===== src/rtl/font_arb_pkg.sv =====
`default_nettype none
// ============================================================================
// Module  : font_arb_pkg
// Brief   : Shared constants, address type and glyph-row address helper for
//           the font ROM arbiter.
// Revision: 1.0 - initial release
// ============================================================================
package font_arb_pkg;

  localparam int ADDR_W     = 11;
  localparam int DATA_W     = 8;
  localparam int GLYPH_ROWS = 16;

  typedef logic [ADDR_W-1:0] font_addr_t;

  function automatic font_addr_t glyph_row_addr(input logic [6:0] char_code,
                                                input logic [3:0] row);
    return {char_code, row};
  endfunction

endpackage
`default_nettype wire


===== src/rtl/rr_arbiter.sv =====
`default_nettype none
// ============================================================================
// Module  : rr_arbiter
// Brief   : Combinational round-robin arbiter; search starts at i_ptr and
//           wraps modulo N. Produces a one-hot grant and its index.
// Revision: 1.0 - initial release
// ============================================================================
module rr_arbiter #(
  parameter int N     = 4,
  parameter int PTR_W = (N > 1) ? $clog2(N) : 1
) (
  input  logic [N-1:0]     i_req,
  input  logic [PTR_W-1:0] i_ptr,
  output logic [N-1:0]     o_grant,
  output logic [PTR_W-1:0] o_grant_idx
);
  import font_arb_pkg::*;

  logic [PTR_W:0]   w_sum;
  logic [PTR_W-1:0] w_idx;
  logic             w_found;

  always_comb begin
    o_grant     = '0;
    o_grant_idx = '0;
    w_found     = 1'b0;
    w_sum       = '0;
    w_idx       = '0;
    for (int k = 0; k < N; k++) begin
      // one extra bit keeps ptr+k from overflowing before the wrap
      w_sum = {1'b0, i_ptr} + (PTR_W+1)'(k);
      if (w_sum >= (PTR_W+1)'(N)) begin
        w_sum = w_sum - (PTR_W+1)'(N);
      end
      w_idx = w_sum[PTR_W-1:0];
      if (!w_found && i_req[w_idx]) begin
        w_found        = 1'b1;
        o_grant[w_idx] = 1'b1;
        o_grant_idx    = w_idx;
      end
    end
  end

endmodule
`default_nettype wire


===== src/rtl/font_rom_arbiter.sv =====
`default_nettype none
// ============================================================================
// Module  : font_rom_arbiter
// Brief   : Shares one synchronous font ROM among NUM_REQ renderers with a
//           valid/ready request side and one-hot tagged responses.
//           Build option FONT_ARB_FIXED_PRIO_EN: requester 0 has absolute
//           priority, the rest rotate over 1..NUM_REQ-1.
// Revision: 1.0 - initial release
// ============================================================================
module font_rom_arbiter #(
  parameter int NUM_REQ = 4,
  parameter int ROM_LAT = 1,
  parameter int ADDR_W  = font_arb_pkg::ADDR_W
) (
  input  logic                             Clk,
  input  logic                             Reset,
  input  logic [NUM_REQ-1:0]               req_valid,
  input  logic [NUM_REQ*ADDR_W-1:0]        req_addr,
  output logic [NUM_REQ-1:0]               req_ready,
  output logic [NUM_REQ-1:0]               rsp_valid,
  output logic [font_arb_pkg::DATA_W-1:0]  rsp_data,
  output logic [ADDR_W-1:0]                rom_addr,
  input  logic [font_arb_pkg::DATA_W-1:0]  rom_data
);
  import font_arb_pkg::*;

  localparam int               PTR_W  = (NUM_REQ > 1) ? $clog2(NUM_REQ) : 1;
  localparam logic [PTR_W-1:0] c_LAST = PTR_W'(NUM_REQ - 1);
`ifdef FONT_ARB_FIXED_PRIO_EN
  localparam logic [PTR_W-1:0] c_RST_PTR = PTR_W'(1);
`else
  localparam logic [PTR_W-1:0] c_RST_PTR = '0;
`endif

  logic [PTR_W-1:0]   r_rr_ptr;
  logic [ADDR_W-1:0]  r_rom_addr;
  logic [NUM_REQ-1:0] r_tag [0:ROM_LAT];
  logic [NUM_REQ-1:0] r_rsp_valid;
  logic [DATA_W-1:0]  r_rsp_data;

  logic [NUM_REQ-1:0] w_req;
  logic [NUM_REQ-1:0] w_arb_req;
  logic [NUM_REQ-1:0] w_arb_grant;
  logic [PTR_W-1:0]   w_arb_idx;
  logic [NUM_REQ-1:0] w_grant;
  logic [PTR_W-1:0]   w_gidx;
  logic [PTR_W-1:0]   w_next_ptr;
  logic [ADDR_W-1:0]  w_sel_addr;
  logic               w_accept;

  assign w_req = req_valid & {NUM_REQ{~Reset}};

`ifdef FONT_ARB_FIXED_PRIO_EN
  assign w_arb_req = w_req & ~NUM_REQ'(1);
`else
  assign w_arb_req = w_req;
`endif

  rr_arbiter #(
    .N     (NUM_REQ),
    .PTR_W (PTR_W)
  ) u_rr_arbiter (
    .i_req       (w_arb_req),
    .i_ptr       (r_rr_ptr),
    .o_grant     (w_arb_grant),
    .o_grant_idx (w_arb_idx)
  );

  always_comb begin
    w_grant    = w_arb_grant;
    w_gidx     = w_arb_idx;
`ifdef FONT_ARB_FIXED_PRIO_EN
    if (w_req[0]) begin
      w_grant = NUM_REQ'(1);
      w_gidx  = '0;
    end
    // rotation skips requester 0, so a grant to 0 leaves the pointer alone
    if (w_gidx == '0) begin
      w_next_ptr = r_rr_ptr;
    end else if (w_gidx == c_LAST) begin
      w_next_ptr = PTR_W'(1);
    end else begin
      w_next_ptr = w_gidx + 1'b1;
    end
`else
    w_next_ptr = (w_gidx == c_LAST) ? '0 : w_gidx + 1'b1;
`endif
  end

  always_comb begin
    w_sel_addr = '0;
    for (int i = 0; i < NUM_REQ; i++) begin
      if (w_grant[i]) begin
        w_sel_addr = req_addr[i*ADDR_W +: ADDR_W];
      end
    end
  end

  assign w_accept = |w_grant;

  // r_tag[0] marks the address now in r_rom_addr; r_tag[ROM_LAT] lines up
  // with rom_data, which is registered together with its tag on the next edge.
  always_ff @(posedge Clk) begin
    if (Reset) begin
      r_rr_ptr    <= c_RST_PTR;
      r_rom_addr  <= '0;
      r_rsp_valid <= '0;
      r_rsp_data  <= '0;
      for (int i = 0; i <= ROM_LAT; i++) begin
        r_tag[i] <= '0;
      end
    end else begin
      if (w_accept) begin
        r_rr_ptr   <= w_next_ptr;
        r_rom_addr <= w_sel_addr;
      end
      r_tag[0] <= w_grant;
      for (int i = 1; i <= ROM_LAT; i++) begin
        r_tag[i] <= r_tag[i-1];
      end
      r_rsp_valid <= r_tag[ROM_LAT];
      r_rsp_data  <= (|r_tag[ROM_LAT]) ? rom_data : '0;
    end
  end

  assign req_ready = w_grant;
  assign rom_addr  = r_rom_addr;
  assign rsp_valid = r_rsp_valid;
  assign rsp_data  = r_rsp_data;

endmodule
`default_nettype wire

===== config.mk =====
export PLATFORM = sky130hd
export DESIGN_NAME = font_rom_arbiter
export DESIGN_NICKNAME = d
export VERILOG_FILES = /design/src/rtl/font_arb_pkg.sv /design/src/rtl/rr_arbiter.sv /design/src/rtl/font_rom_arbiter.sv
export SDC_FILE = /design/constraint.sdc
export NUM_CORES = 1
export LEC_CHECK = 0
export CORE_ASPECT_RATIO = 0.75
export CORE_MARGIN = 5
export CORE_UTILIZATION = 37
export CTS_CLUSTER_SIZE = 24
export DETAILED_ROUTE_END_ITERATION = 16
export PLACE_DENSITY = 0.73
export SKIP_LAST_GASP = 1
export SYNTH_ARGS = -nofsm -noshare
export SYNTH_HDL_FRONTEND = slang
export SYNTH_SLANG_ARGS = --single-unit

===== constraint.sdc =====
create_clock -name Clk -period 3.05 [get_ports Clk]
set_input_delay 0.61 -clock Clk [delete_from_list [all_inputs] [get_ports Clk]]
set_output_delay 0.61 -clock Clk [all_outputs]
set_load 0.005 [all_outputs]

==> impl_metrics.toml <==
[cts]
clk_pin_slew_ns = 0.08
clk_latency_ns = 0.30
cts_root_buf = "clkbuf_8"
cts_tree = "built"
htree_levels = 2
clk_path_buf_depth = 2
cts_sinks = 33
cts_buffers = 5

[setup_path]
r2r_cells = 12
endpoint_kind = "primary output"
crit_buf_inv = 4
cpMaxStageDelayCell = "a2111o_1"
critPathTopFamily = "compound AO/OA/AOI/OAI gates"
path_cells = "inv_2 -> ha_4 -> or3b_1 -> a2111o_1 -> a21oi_2 -> buf_6 -> a221o_1 -> buf_4 -> clkbuf_2"
worstPathRequired_ns = 2.44
arrival_ns = 2.41
critPathMaxFanout = 6
critical_path_class = "register to primary output"
r2r_slack_ns = 0.04
r2r_end = "rom_addr[9]"
critPathMaxStageDelay_ns = 0.39
critPathLaunchType = "register"

[route]
drt_iter0_markers = 108
drt_wl_total_microns = 6820
drt_first_pass_iters = 4
wl_per_cell_microns = 17.4
via_per_inst = 5.39
drc = 0
drtAntennaViolNets = 0
vias = 2114

[cells_and_area]
layout-drive-gt1-share_pct = 32.2
fillers = 360
syn2layout_area_growth_pct = 83.8
final_util_pct = 69.5
design_area_sq_mm = 0.00337
fin_nets = 396
antenna_cells = 0

[die]
coreArea_sq_mm = 0.00484
rows = 22
fp.dieH_microns = 70.9
initial_core_util_pct = 37.8
pin_count = 85
die_w_microns = 91.2
dieArea_sq_mm = 0.00647

[pwr]
leakagePower_uw = 0.00144
netSwitchingFraction_pct = 36.4
p_int_uw = 1910
p_clk_share_pct = 14.5
p_sw_uw = 1090
worst_ir_drop_vdd_v = 0.000556
pwr-share-seq_pct = 21.0
p_comb_share_pct = 64.6
cellPowerDensity_mw_per_mm2 = 891

[hold_path]
hp-class = "register to register"
hold-path-endpoint = "r_tag[0][5]"
hold_start = "r_tag[0][1]"
hold_depth = 1

[global_route]
grt_pass1_wl_microns = 10800
grt_pass1_vias = 2151
overflow = 0
grt_usage_pct = 21.2
grt_max_degree = 13
antenna_found_initial = 0

[logic_synthesis]
synth-edff-count = 0
synth-seq-cells = 33
syn_nets = 263
syn_area_sq_mm = 0.00183
seq_area_frac_synth_pct = 36.1
ys.flop_type = "dfxtp_1"
async_flop_share_pct = 0
syn-instance-count = 198
synth_area_per_cell_sq_um = 9.25
synth_cell_type_count = 46
yosys_warnings = 0

[outcome]
outcome = "finished, final reports clean"

[placed_design]
portBuffers = 84
detailed_place_hpwl_microns = 4430
place_area_sq_mm = 0.00297
place_congestion = 0.885

[timing]
skew_ns = 0.0118
slew_violations = 0
hold_viol_final = 0
setup_viol = 0
fin_crit_ns = 3.02
tightest_slew_ns = 0.364
relSlewSlack_pct = 75.6
hold_ws_ns = 0.456
post-route-period-util_pct = 99.2
clock.fmax_ghz = 0.331
rsz0062_at_grt = "true"

[run]
cap_viol_max_count = 0
-- how the worst max path moves through the flow --
| stage | startpoint | endpoint | slack [ns] | cells after the start |
|---|---|---|---|---|
| 3_3_place_gp | req_valid[2] | req_ready[2] | -0.50 | 7 |
| 3_5_place_dp | req_valid[0] | rom_addr[9] | -0.54 | 10 |
| 6_report | register | req_ready[2] | 0.03 | 9 |
| 5_1_grt | req_valid[2] | req_ready[2] | -0.04 | 9 |
| 4_1_cts | req_valid[3] | rom_addr[9] | -0.01 | 13 |
| 2_1_floorplan | r_rr_ptr[1] | rom_addr[8] | 0.04 | 11 |
-- logic make-up after synthesis --
logic type      count (synthesis)  share of synthesized area [%]
compound gates                 45                           22.5
simple gates                   83                           25.1
flops                          33                           36.1
buf+inv                        22                           5.81
mux                             8                           5.81
fa+ha+maj                       7                           4.78
-- area by class of cell --
cell class | instances | area (sq um) | area share, %
clock inverter | 1 | 30.0 | 0.892
timing repair buffer | 140 | 1290 | 38.4
tap | 60 | 75.1 | 2.23
clock buffer | 7 | 86.3 | 2.56
multi-input combinational | 143 | 1190 | 35.3
inverter | 8 | 30.0 | 0.892
sequential | 33 | 666 | 19.8
-- per-stage QoR --
stage	std cells	total power, uW	setup WS [ns]	TNS [ns]
after floorplan	198	1500	0.0355	0
after global placement	363	2160	-0.501	-7.89
after detailed placement	363	2170	-0.539	-8.65
after CTS	390	2910	-0.0140	-0.0154
after global routing	392	3180	-0.0380	-0.276
final	392	3000	0.0253	0
-- synth_stat cells, types with 5 or more instances --
cell / count / area, sq um
and2_1: 9 / 56.3
mux2i_1: 5 / 50.1
and3_1: 5 / 31.3
ha_1: 7 / 87.6
nand2b_1: 6 / 37.5
dfxtp_1: 33 / 661
nand3_1: 21 / 105
clkbuf_1: 8 / 30.0
inv_1: 7 / 26.3
nor2b_1: 9 / 56.3
o22a_1: 10 / 87.6
nand2_1: 18 / 67.6
a32o_2: 7 / 78.8
-- power groups by stage --
stage	sequential, uW	combinational, uW	clock [uW]
detailed placement	625	1540	0
global placement	623	1530	0
CTS	624	1850	438
finish	629	1940	435
floorplan	645	860	0
global route	643	2080	459
-- repair_timing --
item,CTS,global route
setup endpoints to repair,17,17
pin swaps,11,13
hold buffers,0,0
buffers inserted,20,5
gates cloned,1,0
hold endpoints to repair,0,0
resized for setup,48,24
-- layer usage --
layer,GRT usage (%),share of wire (%)
met1,24.9,41
met2,34.6,46
met3,8.18,10
met4,9.12,2.2
met5,0,0
-- sequential cells by signal, summed over array words and instances, names as in the netlist, named ones only --
signal / count
rsp_data: 8
r_rr_ptr: 1
rom_addr: 11
r_tag: 8
rsp_valid: 4
-- placed cells by master, fill, tap and decap left out, types with 2 or more instances in the layout --
| master | netlist | routed |
|---|---|---|
| clkdlybuf4s50_1 | 0 | 75 |
| buf_4 | 2 | 40 |
| dfxtp_1 | 33 | 31 |
| nand3_1 | 21 | 21 |
| nand2_1 | 18 | 17 |
| buf_6 | 2 | 14 |
| o22a_1 | 10 | 10 |
| nor2b_1 | 9 | 9 |
| and2_1 | 9 | 9 |
| a32o_2 | 7 | 7 |
| nand2b_1 | 6 | 6 |
| ha_1 | 7 | 6 |
| clkbuf_8 | 0 | 6 |
| mux2i_1 | 5 | 5 |
| inv_1 | 7 | 5 |
| buf_2 | 1 | 5 |
| and3_4 | 0 | 4 |
| a221o_1 | 4 | 4 |
| nor2_1 | 4 | 4 |
| inv_2 | 1 | 3 |
| a32o_1 | 3 | 3 |
| clkbuf_2 | 0 | 3 |
| mux4_2 | 2 | 2 |
| nor3_1 | 2 | 2 |
| a2111o_1 | 2 | 2 |
| a21oi_2 | 1 | 2 |
| a31o_4 | 0 | 2 |
| a221oi_4 | 0 | 2 |
| a21oi_1 | 3 | 2 |
Note: power is estimated with default switching activity, not from simulation.
